===== config.mk =====
export PLATFORM = sky130hd
export DESIGN_NAME = bullet_link_tx
export DESIGN_NICKNAME = d
export VERILOG_FILES = /design/src/rtl/bullet_link_tx.sv
export SDC_FILE = /design/constraint.sdc
export NUM_CORES = 1
export LEC_CHECK = 0
export ABC_CLOCK_PERIOD_IN_PS = 3200
export BUFFER_PORTS_ARGS = -buffer_cell sky130_fd_sc_hd__buf_2
export CORE_MARGIN = 2
export CORE_UTILIZATION = 42
export CTS_CLUSTER_SIZE = 16
export DETAILED_ROUTE_END_ITERATION = 7
export PLACE_DENSITY = 0.62
export SYNTH_ARGS = -nofsm -noshare
export SYNTH_HDL_FRONTEND = slang
export SYNTH_SLANG_ARGS = --single-unit

===== constraint.sdc =====
create_clock -name clk -period 3.2 [get_ports clk]
set_clock_uncertainty 0.1 [all_clocks]
set_input_delay 0 -clock clk [delete_from_list [all_inputs] [get_ports clk]]
set_output_delay 0 -clock clk [all_outputs]
set_load 0.01 [all_outputs]

===== src/rtl/bullet_link_tx.sv =====
// Frames bullet position/direction and hit events into SYNC-led byte frames for the UART TX.
// Define BULLET_LINK_CHECKSUM_EN to append an XOR checksum byte (5-byte frames instead of 4).
module bullet_link_tx #(
    parameter int unsigned FRAME_PERIOD = 650000,
    parameter logic [7:0]  SYNC_BYTE    = 8'hA5
) (
    input  logic       clk,
    input  logic       rst,
    input  logic       enable,
    input  logic       tank_hit,
    input  logic [9:0] xpos_bullet,
    input  logic [9:0] ypos_bullet,
    input  logic [2:0] direction,
    input  logic       tx_ready,
    output logic       tx_valid,
    output logic [7:0] tx_data,
    output logic       frame_sent,
    output logic       hit_pending
);

`ifdef BULLET_LINK_CHECKSUM_EN
    localparam int FRAME_BYTES = 5;
`else
    localparam int FRAME_BYTES = 4;
`endif
    localparam int          TAIL_W      = (FRAME_BYTES - 1) * 8;
    localparam logic [2:0]  LAST_IDX    = 3'(FRAME_BYTES - 1);
    localparam logic [19:0] PERIOD_LAST = 20'(FRAME_PERIOD - 1);

    typedef enum logic [1:0] {
        ST_IDLE  = 2'd0,
        ST_LATCH = 2'd1,
        ST_SEND  = 2'd2
    } state_e;

    state_e            state_q, state_d;
    logic [19:0]       cnt_q, cnt_d;
    logic              tick_pending_q, tick_pending_d;
    logic              hit_pending_q, hit_pending_d;
    logic [2:0]        idx_q, idx_d;
    logic [TAIL_W-1:0] tail_q, tail_d;
    logic              tx_valid_q, tx_valid_d;
    logic [7:0]        tx_data_q, tx_data_d;
    logic              frame_sent_q, frame_sent_d;

    logic              tick;
    logic [7:0]        b1_w, b2_w, b3_w;
    logic [TAIL_W-1:0] latch_tail;

    // Free-running period counter; independent of enable and FSM state.
    assign tick  = (cnt_q == PERIOD_LAST);
    assign cnt_d = tick ? 20'd0 : cnt_q + 20'd1;

    assign b1_w = {hit_pending_q, direction, xpos_bullet[9:6]};
    assign b2_w = {xpos_bullet[5:0], ypos_bullet[9:8]};
    assign b3_w = ypos_bullet[7:0];

    // Bytes after SYNC, next-to-send in the top byte; shifted out as bytes are accepted.
`ifdef BULLET_LINK_CHECKSUM_EN
    assign latch_tail = {b1_w, b2_w, b3_w, SYNC_BYTE ^ b1_w ^ b2_w ^ b3_w};
`else
    assign latch_tail = {b1_w, b2_w, b3_w};
`endif

    // Byte handshake: a byte transfers on a cycle where tx_valid && tx_ready; while
    // tx_valid is high and tx_ready low, tx_data holds and tx_valid stays asserted.
    always_comb begin
        state_d        = state_q;
        idx_d          = idx_q;
        tail_d         = tail_q;
        tx_valid_d     = tx_valid_q;
        tx_data_d      = tx_data_q;
        frame_sent_d   = 1'b0;
        tick_pending_d = tick_pending_q | tick;
        hit_pending_d  = hit_pending_q | tank_hit;

        case (state_q)
            ST_IDLE: begin
                if (enable && (tick_pending_q || hit_pending_q)) begin
                    state_d = ST_LATCH;
                end
            end
            ST_LATCH: begin
                // A hit or tick landing in this same cycle belongs to the next frame.
                tick_pending_d = tick;
                hit_pending_d  = tank_hit;
                tail_d         = latch_tail;
                idx_d          = 3'd0;
                tx_valid_d     = 1'b1;
                tx_data_d      = SYNC_BYTE;
                state_d        = ST_SEND;
            end
            ST_SEND: begin
                if (tx_valid_q && tx_ready) begin
                    if (idx_q == LAST_IDX) begin
                        tx_valid_d   = 1'b0;
                        tx_data_d    = 8'h00;
                        frame_sent_d = 1'b1;
                        idx_d        = 3'd0;
                        state_d      = ST_IDLE;
                    end else begin
                        idx_d     = idx_q + 3'd1;
                        tx_data_d = tail_q[TAIL_W-1 -: 8];
                        tail_d    = tail_q << 8;
                    end
                end
            end
            default: begin
                state_d = ST_IDLE;
            end
        endcase
    end

    always_ff @(posedge clk or negedge rst) begin
        if (!rst) begin
            state_q        <= ST_IDLE;
            cnt_q          <= 20'd0;
            tick_pending_q <= 1'b0;
            hit_pending_q  <= 1'b0;
            idx_q          <= 3'd0;
            tail_q         <= '0;
            tx_valid_q     <= 1'b0;
            tx_data_q      <= 8'h00;
            frame_sent_q   <= 1'b0;
        end else begin
            state_q        <= state_d;
            cnt_q          <= cnt_d;
            tick_pending_q <= tick_pending_d;
            hit_pending_q  <= hit_pending_d;
            idx_q          <= idx_d;
            tail_q         <= tail_d;
            tx_valid_q     <= tx_valid_d;
            tx_data_q      <= tx_data_d;
            frame_sent_q   <= frame_sent_d;
        end
    end

    assign tx_valid    = tx_valid_q;
    assign tx_data     = tx_data_q;
    assign frame_sent  = frame_sent_q;
    assign hit_pending = hit_pending_q;

endmodule


=== Word level (Yosys, flattened, before mapping) ===
Index checks and enable logic that the tools add are counted.

* $add $sub $neg: 2
* Equality and inequality tests: 8
* Muxes and demuxes: 22
* Bitwise gates (word level): 2
* Reduce and logical (&&, ||, !) cells: 9

{| class="wikitable"
|+ Operator list
! kind !! count
|-
| $mux W24 || 2
|-
| $pmux W24 S2 || 1
|-
| $add A20 B1 Y20 const B || 1
|-
| $eq A20 B20 Y1 const B || 1
|-
| $mux W20 || 1
|-
| $mux W8 || 2
|-
| $pmux W8 S2 || 1
|-
| $reduce_and A3 Y1 || 3
|-
| $ne A2 B2 Y1 const B || 4
|-
| $mux W1 || 7
|-
| $mux W2 || 3
|-
| $mux W3 || 2
|-
| $pmux W2 S3 || 1
|-
| $pmux W3 S2 || 1
|-
| $add A3 B1 Y3 const B || 1
|-
| $eq A3 B2 Y1 const B || 1
|-
| $eq A2 B1 Y1 const B || 1
|-
| $eq A2 B2 Y1 const B || 1
|-
| $logic_and A1 B1 Y1 || 2
|-
| $logic_not A2 Y1 || 1
|-
| $or A1 B1 Y1 || 2
|-
| $pmux W1 S2 || 1
|-
| $reduce_and A2 Y1 || 1
|-
| $reduce_bool A2 Y1 || 1
|-
| $logic_or A1 B1 Y1 || 1
|}

* Bits in registers: 61
* Output and inout bits: 11
* Logic and storage cells: 52

=== Logic depth before layout (Yosys ltp) ===
* Word-level depth: 4
* Depth in mapped cells: 7
* Depth with buffers taken out: 5

=== Worst setup path before layout ===
No wires, ideal clock.

* Kind: register to register
* Start point: register cnt_q[6]
* End point: register cnt_q[11]
* Arrival: 1.645 ns
* Slack: 1.336 ns
* Stages on the path, launching flop included: 5
* Path buffers: 1
* Path through: dfrtp_1 > or4b_2 > nor4_4 > buf_4 > nor2_1

* Word-level cells in the longest chain between the ends: 2
* Elaborated cells on any way between the ends: 3

{| class="wikitable"
|+ RTL lines
! item !! RTL line !! RTL
|-
| from (decl) || 37 || <nowiki>logic [19:0] cnt_q, cnt_d;</nowiki>
|-
| from (signal assigned) || 127 || <nowiki>cnt_q <= cnt_d;</nowiki>
|-
| $add A20 B1 Y20 / $eq A20 B20 Y1 (equally long branches) || 52, 51 ||
|-
| $mux W20 (*) || 52 || <nowiki>assign cnt_d = tick ? 20'd0 : cnt_q + 20'd1;</nowiki>
|-
| named net cnt_d[11] || 37 ||
|}

The timed path passes the listed nets; every way through them passes the cells marked *.
A chain may end at the register's enable or synchronous reset.

=== Final worst setup path ===
* Start point: register cnt_q[6]
* End point: register cnt_q[13]

Same word-level chain as after synthesis.

==> flow_summary.json <==
{
  "p_int_uw": 1660,
  "grt_max_degree": 40,
  "hold_viol": 0,
  "mostFrequentLayoutCells": "dfrtp_1, nand2_1, buf_2, nor2_1, dlygate4sd3_1",
  "total_power_uw": 2530,
  "track_usage": 0.179,
  "die_width_um": 83.8,
  "cts.sinks": 61,
  "drtIter0Drc": 145,
  "stdcell_area_um2": 3410,
  "hold_path.class": "input port to async pin",
  "h-tree-depth": 3,
  "antenna_found_initial": 0,
  "ys_types": 38,
  "fin_crit_ps": 2170,
  "grt_pass1_vias": 1993,
  "synth_nets": 290,
  "num-nets-final": 358,
  "dp_hpwl_um": 3690,
  "critPathLaunchType": "register",
  "synth_top_area_frac": 0.571,
  "switchingPower_uw": 867,
  "numCtsBuffers": 9,
  "fin_crit_sh": 0.678,
  "critPathKind": "register to register",
  "timing.final.ws_setup_ps": 1030,
  "gr-total-overflow": 0,
  "drive_above_1_share": 0.195,
  "syn_area_per_cell_um2": 10.3,
  "row_count": 29,
  "cap_violations": 0,
  "portBuffers": 38,
  "ys_seq_area_frac": 0.571,
  "fmax_mhz": 461,
  "crit_path_end_kind": "register",
  "place_ws_ps": 1000,
  "seq_power_share": 0.445,
  "rsz0062_at_grt": "no",
  "ant_nets": 0,
  "p_comb_frac": 0.294,
  "worstPathRequired_ps": 3290,
  "drc": 0,
  "ir_drop_uv": 479,
  "powerDensity_nw_per_um2": 742,
  "start_util": 0.428,
  "synthCells": 260,
  "synth-seq-cells": 61,
  "slew_viol_final": 0,
  "hold_ws_ps": 200,
  "dpl_cell_area_um2": 2940,
  "setup_viol": 0,
  "num_vias": 2115,
  "fp.dieH_um": 83.8,
  "place.gp.congestion": 0.830,
  "grt_pass1_wl_um": 9720,
  "avgViaCountPerCell": 5.16,
  "clock_path_buffers": 2,
  "syn_to_final_growth_pct": 27.4,
  "power.share.switching": 0.343,
  "synth_area_um2": 2670,
  "power.leakage_uw": 0.00155,
  "post-cts-setup-buffer-count": 0,
  "pwr-share-clk": 0.261,
  "worstMarginPinSlew_ps": 846,
  "yosysWarnings": 0,
  "die_area_um2": 7020,
  "finalWirelength_um": 5590,
  "status": "finished clean",
  "clkSlewWorstSetupHoldPaths_ps": 70,
  "synth_largest_area_cell": "dfrtp_1",
  "max_slew_margin": 0.436,
  "routedWlPerCell_um": 13.6,
  "finalSetupTns_ps": 0,
  "cp_max_fo": 13,
  "tritoncts": "built",
  "diodes": 0,
  "core_um2": 6240,
  "crit_arrival_ps": 2260,
  "ys.flop_type": "dfrtp_1",
  "ioPinCount": 39,
  "final_common_cell": "dfrtp_1",
  "drtPass1Iterations": 4,
  "synthTopCellsByArea": "dfrtp_1, nand2_1, nor2_1",
  "root_buffer": "clkbuf_8",
  "insertion_delay_ps": 340,
  "async_reset_ff_frac": 1.00,
  "synth_edf_count": 0
}
## sequential cells by signal, summed over array words and instances (netlist names)
signal / cells
state_q: 2
frame_sent: 1
tx_data: 8
tick_pending_q: 1
hit_pending: 1
cnt_q: 20
idx_q: 3
tail_q: 24
tx_valid: 1
## cell families (layout without fill, tap and decap cells)
kind of cell	after synthesis	after routing	synth area share
AO/OA/AOI/OAI	47	47	0.118
AND/OR/NAND/NOR	117	117	0.218
adder cells (fa/ha/maj)	2	2	0.00936
multiplexers	1	1	0.00421
flip-flops	61	61	0.571
buffers and inverters	15	88	0.0234
XOR/XNOR	17	17	0.0557
## what timing repair did
item	4_1_cts	5_1_grt
endpoints found under the hold margin	66	0
resized for setup	0	0
hold buffers	27	0
## metrics by stage
step,std cells,utilization
finish,410,0.546
global route,410,0.546
CTS,410,0.546
detailed placement,367,0.472
global placement,367,0.472
floorplan,260,-
## cells in the mapped netlist, types with 3 or more instances
master / count
o21ai_0: 3
clkbuf_1: 7
nor4_1: 3
dfrtp_1: 61
xor2_1: 6
nand2b_1: 3
a22o_1: 12
xnor2_1: 11
nand2_1: 40
inv_1: 3
nand3_1: 8
nand4_1: 7
a31oi_1: 16
nor2_1: 37
a21oi_1: 10
nor2b_1: 3
## power groups by stage
| stage | Combinational [uW] | Clock (uW) | Sequential [uW] |
|---|---|---|---|
| floorplan | 513 | 0 | 1120 |
| global placement | 707 | 0 | 1130 |
| detailed placement | 726 | 0 | 1140 |
| CTS | 752 | 679 | 1120 |
| global route | 849 | 718 | 1150 |
| finish | 744 | 660 | 1120 |
## final timing paths
| kind | startpoint | to | slack, ps | cells past startpoint |
|---|---|---|---|---|
| min in group clk | tank_hit | hit_pending | 280 | 3 |
| max | cnt_q[6] | cnt_q[13] | 1030 | 3 |
| max in group asynchronous | rst | cnt_q[11] | 1980 | 3 |
| min reg2reg | tick_pending_q | tick_pending_q | 380 | 1 |
| min | rst | tx_data[7] | 200 | 2 |
| max reg2reg | cnt_q[6] | cnt_q[13] | 1030 | 3 |
## critical path, stage by stage, from the launching register on
cell and delay [ps]:
dfrtp_1 420, or4b_2 730, nor4_4 640, nor2_1 130
## layer usage
metal | vias to the layer above | GRT usage | routed length [um]
met5 | - | 0 | 0
met4 | 0 | 0.0880 | 123
met3 | 8 | 0.0455 | 254
met2 | 42 | 0.249 | 2460
met1 | 1012 | 0.259 | 2760
li1 | 1053 | - | -
## layout make-up
class	instances	area, um2
clock inverters	6	63.8
well taps	77	96.3
flip-flops and latches	61	1530
inverters	3	11.3
clock buffers	10	128
repair buffers	69	490
multi-input cells	184	1090
fillers	578	2840
Power figures use the tool's default switching activity.
